**config.mk**
```make
export PLATFORM = sky130hd
export DESIGN_NAME = onehot_low_decoder
export DESIGN_NICKNAME = d
export VERILOG_FILES = /design/src/rtl/led_chase_pkg.sv /design/src/rtl/led_chase_checker_decoder.sv
export SDC_FILE = /design/constraint.sdc
export NUM_CORES = 1
export LEC_CHECK = 0
export ABC_AREA = 1
export CAP_MARGIN = 25
export CORE_AREA = 10 10 47 49
export DETAILED_ROUTE_END_ITERATION = 10
export DIE_AREA = 0 0 57 59
export RECOVER_POWER = 100
export SYNTH_ARGS = -nofsm -noshare
export SYNTH_HDL_FRONTEND = slang
export SYNTH_SLANG_ARGS = --single-unit
```
**constraint.sdc**
```tcl
create_clock -name vclk -period 0.8
set_clock_uncertainty 0.1 [all_clocks]
set_input_delay 0.16 -clock vclk [all_inputs]
set_output_delay 0.16 -clock vclk [all_outputs]
set_load 0.03 [all_outputs]
```
**src/rtl/led_chase_pkg.sv**
```systemverilog
// Shared types and constants for the LED running-light checker.
package led_chase_pkg;

    localparam int LED_N = 8;
    localparam int IDX_W = 3;

    typedef enum logic [1:0] {
        SEARCH = 2'd0,
        TRACK  = 2'd1,
        LOCKED = 2'd2
    } state_e;

    function automatic logic [IDX_W-1:0] next_idx(input logic [IDX_W-1:0] i);
        return IDX_W'((int'(i) + 1) % LED_N);
    endfunction

endpackage

```
**src/rtl/led_chase_checker_decoder.sv**
```systemverilog
// Combinational decode of an active-low one-hot LED pattern to its bit position.
module onehot_low_decoder
    import led_chase_pkg::*;
(
    input  logic [LED_N-1:0] i_pat,
    output logic [IDX_W-1:0] o_idx,
    output logic             o_valid
);

    logic [LED_N-1:0] w_low;

    assign w_low   = ~i_pat;
    assign o_valid = (w_low != '0) && ((w_low & (w_low - LED_N'(1))) == '0);

    // OR of lit positions; exact only when a single LED is lit, which o_valid qualifies
    always_comb begin
        o_idx = '0;
        for (int n = 0; n < LED_N; n++) begin
            o_idx = o_idx | (w_low[n] ? IDX_W'(n) : '0);
        end
    end

endmodule

```
======== Word-level counts from Yosys, hierarchy flattened ========
Index checks and enable logic that the tools add are counted.
word-level totals
  register bits ........................... 0
  input bits .............................. 8
  output and inout port bits .............. 4
cells by class
  add/sub/neg operators ................... 1
  muxes and demuxes ....................... 7
  bitwise operators ....................... 8
  reductions and logical operators ........ 3
operators by type and width
  kind                 count
  $mux 3               4
  $or 3x3->3           3
  $and 8x8->8          1
  $logic_not 8->1      1
  $not 8->8            1
  $reduce_bool 8->1    1
  $sub 8x1->8 const B  1
  $mux 2               2
  $or 2x3->3           1
  $or 1x2->2           1
  $or 2x2->2           1
  $logic_and 1x1->1    1
  $mux 1               1

======== Depth between registers and ports, before layout ========
Gate-level depths: netlist (run 1).
  depth in word-level cells ............... 8
  depth in mapped cells ................... 7
  mapped depth without buffers ............ 7

======== Worst setup path before layout (run 1) ========
No wires, ideal clock.
  path kind ............................... input port to output port
  start point ............................. input i_pat[6]
  end point ............................... output o_valid
  arrival ................................. 0.970 ns
  slack ................................... -0.430 ns
  cell stages on the path ................. 7
  path through ............................ nand2_1 -> clkinv_1 -> nand2_1 -> nand2_1 -> nand2_1 -> nand2_1 -> nor2_2
on the way
  cells in the longest elaborated chain, start to end .. 5
  elaborated cells between the ends (all ways) .. 6
ends and longest elaborated chain
  item                 line                             source
  from (decl)          led_chase_checker_decoder.sv:5   input logic [LED_N-1:0] i_pat,
  $not 8->8 *          led_chase_checker_decoder.sv:12  assign w_low = ~i_pat;
  $sub 8x1->8          led_chase_checker_decoder.sv:13  assign o_valid = (w_low != '0) && ((w_low & (w_low - LED_N'(1))) == '0);
  $and 8x8->8          led_chase_checker_decoder.sv:13
  $logic_not 8->1      led_chase_checker_decoder.sv:13
  $logic_and 1x1->1 *  led_chase_checker_decoder.sv:13
  to (decl)            led_chase_checker_decoder.sv:7   output logic o_valid
Every way passes the cells marked *; elsewhere a longest branch is shown, timed or not.

======== Worst setup path in the final report (run 1) ========
Same ends and word-level chain as after synthesis.

==> results of run 1 <==
-- tightest hold or removal path, cell delays in order --
cell	delay [ns]
buf_4	0.13
nand3_2	0.07
buf_6	0.12
-- area by class of cell --
type | count | area [sq um] | area share
Tap cell | 16 | 20.0 | 0.0378
Inverter | 10 | 62.6 | 0.118
Timing Repair Buffer | 23 | 225 | 0.426
Multi-Input combinational cell | 29 | 221 | 0.418
-- cells by family after synthesis --
logic type | after synthesis
simple gates | 28
buf+inv | 10
compound gates | 1
-- final timing paths --
kind / end / slack [ns]
hold / removal: o_idx[1] / 0.55
setup / recovery: o_valid / -0.38
-- cell usage after synthesis --
master     n  area (sq um)
o21ai_1    1          5.00
nand2_2    1          6.26
inv_1      8          30.0
nor2_1     4          15.0
nand4_1    1          6.26
clkinv_1   2          7.51
nand3_1    2          10.0
nand2_1   18          67.6
nor2_2     2          12.5
-- routing by layer --
metal  vias to the layer above  part of all wire  GRT usage
li1                        158                 -          -
met1                       125              0.37     0.0496
met2                         6              0.58     0.0837
met3                         0             0.044    0.00429
met4                         0                 0          0
met5                         -                 0          0
-- stage by stage --
stage / setup TNS, ns / setup slack [ns] / hold WS (ns) / utilization / cell area (sq um)
after floorplan: -0.190 / -0.190 / 0.362 / - / 226
after global placement: -2.93 / -0.859 / 0.949 / 0.297 / 417
after detailed placement: -2.93 / -0.864 / 0.951 / 0.297 / 417
after CTS: -1.18 / -0.384 / 0.554 / 0.341 / 478
after global routing: -1.30 / -0.439 / 0.560 / 0.378 / 529
final: -1.16 / -0.384 / 0.546 / 0.378 / 529
-- what timing repair did --
action                                  4_1_cts  5_1_grt
endpoints found under the setup margin        4        4
gates resized for setup                      54       15
hold buffers                                  0        0
pin swaps                                     9        9
setup buffers                                 3        3
-- cells in the final DEF, fill, tap and decap left out --
master,instances
nand2_1,9
nand3_2,2
nand2_4,2
buf_4,9
nor2_4,2
inv_1,8
nand2_8,3
clkinv_8,2
nand2_2,5
nor2_1,2
o21ai_1,1
buf_6,14
nor2_2,2
nand4_1,1
-- power by group through the flow --
stage | sequential (uW) | clock [uW] | combinational [uW]
detailed placement | 0 | 0 | 184
floorplan | 0 | 0 | 78.6
finish | 0 | 0 | 237
global placement | 0 | 0 | 183
CTS | 0 | 0 | 211
global route | 0 | 0 | 259
==> flow_metrics.tcl, run 1 <==
set metrics [dict create \
    status "complete, but fails checks" \
    violations "setup timing" \
    final.clkbuf_count 0 \
    grt_overflow 0 \
    startpoint "i_pat[6]" \
    synth_top_family_by_area "simple AND/OR/NAND/NOR gates" \
    crit_path_top_delay_cell "buf_6" \
    endpoint_kind "output pin" \
    synth_seq_area_share 0 \
    post-route-min-period_ns 1.18 \
    grtUsageTotal 0.0423 \
    vias 289 \
    synth_xor_area_frac 0 \
    intPower_uw 121 \
    yosysWarnings 0 \
    die_h_um 59 \
    crit_fanout 2 \
    required_ns 0.54 \
    rsz0062_at_grt "true" \
    crit_cells 10 \
    min_delay_path_depth 3 \
    grt_pass1_wl_um 1280 \
    routedWlPerCell_um 9.24 \
    switching_share 0.491 \
    crit_chain "buf_6 > buf_6 > nand2_8 > clkinv_8 > nand2_8 > nand2_4 > nand2_2 > nand2_2 > nor2_4 > buf_6" \
    layout_setup_ws_ns -0.384 \
    min_period_over_period 1.48 \
    final_cells 78 \
    dp_hpwl_um 544 \
    hp-start "i_pat[2]" \
    nFlopsAndLatches 0 \
    grt_pass1_vias 310 \
    crit_top_cell "buf_6" \
    drc 0 \
    syn-num-nets 47 \
    fmax_mhz 845 \
    max_cap_violations 0 \
    ant_nets 0 \
    synth_compound_area_frac 0.0313 \
    coreArea_sq_um 1400 \
    nNetsFinal 72 \
    netlist_area_sq_um 160 \
    drive_above_1_share 0.661 \
    slew_headroom 0.900 \
    hp-class "in2out" \
    drv_slew 0 \
    first_iter_violations 0 \
    power_uw 237 \
    setup_viol 4 \
    avgSynthCellArea_sq_um 4.11 \
    path_delay_family "buffers and inverters" \
    cp_slowest_stage_delay_ns 0.13 \
    regArea_sq_um 0 \
    numPortBuffers 12 \
    ir_drop_mv 0.211 \
    combPwrFrac 1.000 \
    finalWirelength_um 721 \
    num_antenna_cells 0 \
    place.gp.congestion 0.661 \
    antenna_found_initial 0 \
    dpl.cell_count 75 \
    ys_types 9 \
    dr.pass1.iters 1 \
    fp.dieArea_sq_um 3360 \
    power.switching_uw 116 \
    leakagePower_uw 0.000264 \
    die_w_um 57 \
    syn_inst 39 \
    seq_power_share 0 \
    cp-start-kind "primary input" \
    rows 14 \
    p_per_area_nw_per_um2 447 \
    initial_core_util 0.114 \
    num_io_pins 12 \
    clkPwrFrac 0 \
    grt_max_degree 5 \
    synth_simple_gate_area_frac 0.734 \
    yosys-mux-area-fraction 0 \
    tightest_slew_ns 0.149 \
    crit_type "in2out" \
    synthAdderAreaFrac 0 \
    hold_viol 0 \
    critPathBufInv 4 \
    fillers 157 \
    arrival_ns 0.92 \
    vias_per_cell 3.71 \
    syn2layout_area_growth_pct 230 \
]
Power figures use the tool's default switching activity.
==> inputs of run 2 (changes only) <==
--- a/config.mk
+++ b/config.mk
@@ -6,10 +6,12 @@
 export NUM_CORES = 1
 export LEC_CHECK = 0
 export ABC_AREA = 1
+export ABC_CLOCK_PERIOD_IN_PS = 800
 export CAP_MARGIN = 25
 export CORE_AREA = 10 10 47 49
 export DETAILED_ROUTE_END_ITERATION = 10
 export DIE_AREA = 0 0 57 59
+export MAX_ROUTING_LAYER = met4
 export RECOVER_POWER = 100
 export SYNTH_ARGS = -nofsm -noshare
 export SYNTH_HDL_FRONTEND = slang
==> results of run 2 <==
The final DEF is identical to that of run 1; final timing and power are the same.
Among the figures that moved: final weighted congestion in routability-driven placement 0.661 -> 0.667; overall routing resource usage 0.0423 -> 0.0434
==> inputs of run 3 (changes only) <==
--- a/config.mk
+++ b/config.mk
@@ -12,6 +12,7 @@
 export DETAILED_ROUTE_END_ITERATION = 10
 export DIE_AREA = 0 0 57 59
 export MAX_ROUTING_LAYER = met4
+export PLACE_DENSITY = 0.33
 export RECOVER_POWER = 100
 export SYNTH_ARGS = -nofsm -noshare
 export SYNTH_HDL_FRONTEND = slang
==> flow_metrics.tcl, run 3 (synthesis results as in run 1) <==
set metrics [dict create \
    syn2layout_area_growth_pct 241 \
    post-route-min-period_ns 1.19 \
    coreArea_sq_um 1400 \
    place.gp.congestion 0.749 \
    drc 0 \
    leakagePower_uw 0.000273 \
    num_io_pins 12 \
    die_h_um 59 \
    nNetsFinal 72 \
    drv_slew 0 \
    regArea_sq_um 0 \
    fp.dieArea_sq_um 3360 \
    rows 14 \
    crit_path_top_delay_cell "buf_6" \
    status "complete, but fails checks" \
    finalWirelength_um 762 \
    grt_max_degree 6 \
    tightest_slew_ns 0.154 \
    grt_pass1_vias 333 \
    ir_drop_mv 0.138 \
    switching_share 0.481 \
    dr.pass1.iters 1 \
    fillers 154 \
    final.clkbuf_count 0 \
    final_cell_mix "buf_6, inv_1, nand2_1, buf_4, nand2_2" \
    hold_viol 0 \
    final_common_cell "buf_6" \
    layout_setup_ws_ns -0.390 \
    drive_above_1_share 0.661 \
    crit_fanout 2 \
    seq_power_share 0 \
    intPower_uw 127 \
    dp_hpwl_um 631 \
    ant_nets 0 \
    grt_overflow 0 \
    max_cap_violations 0 \
    final_core_util 0.389 \
    routedWlPerCell_um 9.77 \
    cp-start-kind "primary input" \
    grt_pass1_wl_um 1410 \
    nFlopsAndLatches 0 \
    die_w_um 57 \
    crit_chain "buf_8 > buf_6 > nand2_8 > clkinv_8 > nand2_8 > nand2_4 > nand2_2 > nand2_2 > nor2_4 > buf_6" \
    endpoint_kind "output pin" \
    setup_viol 4 \
    arrival_ns 0.93 \
    crit_type "in2out" \
    min_period_over_period 1.49 \
    setup_tns_ns -0.974 \
    grtUsageTotal 0.0492 \
    num_antenna_cells 0 \
    slew_headroom 0.897 \
    cp_slowest_stage_delay_ns 0.13 \
    clkPwrFrac 0 \
    first_iter_violations 0 \
    violations "setup timing" \
    initial_core_util 0.114 \
    vias 304 \
    combPwrFrac 1.000 \
    hp-class "in2out" \
    antenna_found_initial 0 \
    required_ns 0.54 \
    numPortBuffers 12 \
    fmax_mhz 840 \
    power.switching_uw 118 \
    p_per_area_nw_per_um2 449 \
    rsz0062_at_grt "true" \
    vias_per_cell 3.90 \
]
-- run 3: worst paths after layout --
check / from / endpoint / slack, ns / cells past startpoint
worst min-delay path: i_pat[1] / o_idx[0] / 0.55 / 3
worst max-delay path: i_pat[4] / o_valid / -0.39 / 10
-- run 3: layout make-up --
| type | instances | area [sq um] | area share |
|---|---|---|---|
| repair buffers | 23 | 236 | 0.433 |
| multi-input cells | 29 | 226 | 0.415 |
| well taps | 16 | 20.0 | 0.0367 |
| inverters | 10 | 62.6 | 0.115 |
-- run 3: metal layers --
layer / wire length (um) / global-route usage
met2: 415 / 0.0915
met3: 48 / 0.0107
met4: 0 / 0
met1: 298 / 0.0554
met5: 0 / -
-- run 3: power groups by stage --
stage                     registers [uW]  clock network [uW]  logic, uW
final                                  0                   0        245
after global routing                   0                   0        266
after CTS                              0                   0        220
after detailed placement               0                   0        191
after global placement                 0                   0        190
after floorplan                        0                   0       78.6
-- run 3: per-stage QoR --
| step | setup WS, ns | hold WS (ns) | instance area, sq um | std cells | power, uW |
|---|---|---|---|---|---|
| after floorplan | -0.190 | 0.362 | 226 | 39 | 78.6 |
| after global placement | -0.870 | 0.965 | 424 | 76 | 190 |
| after detailed placement | -0.856 | 0.988 | 424 | 76 | 191 |
| after CTS | -0.378 | 0.586 | 487 | 77 | 220 |
| after global routing | -0.438 | 0.569 | 546 | 78 | 266 |
| final | -0.390 | 0.553 | 546 | 78 | 245 |
-- run 3: repair_timing --
item / 4_1_cts / 5_1_grt
resized for setup: 56 / 15
hold buffers: 0 / 0
pin swaps: 9 / 9
setup buffers: 2 / 3
endpoints found under the setup margin: 4 / 4
-- run 3: worst max-delay path: cells and delay by family --
kind	cells	cell delay, ns
buffers and inverters	4	0.39
AND/OR/NAND/NOR	6	0.37
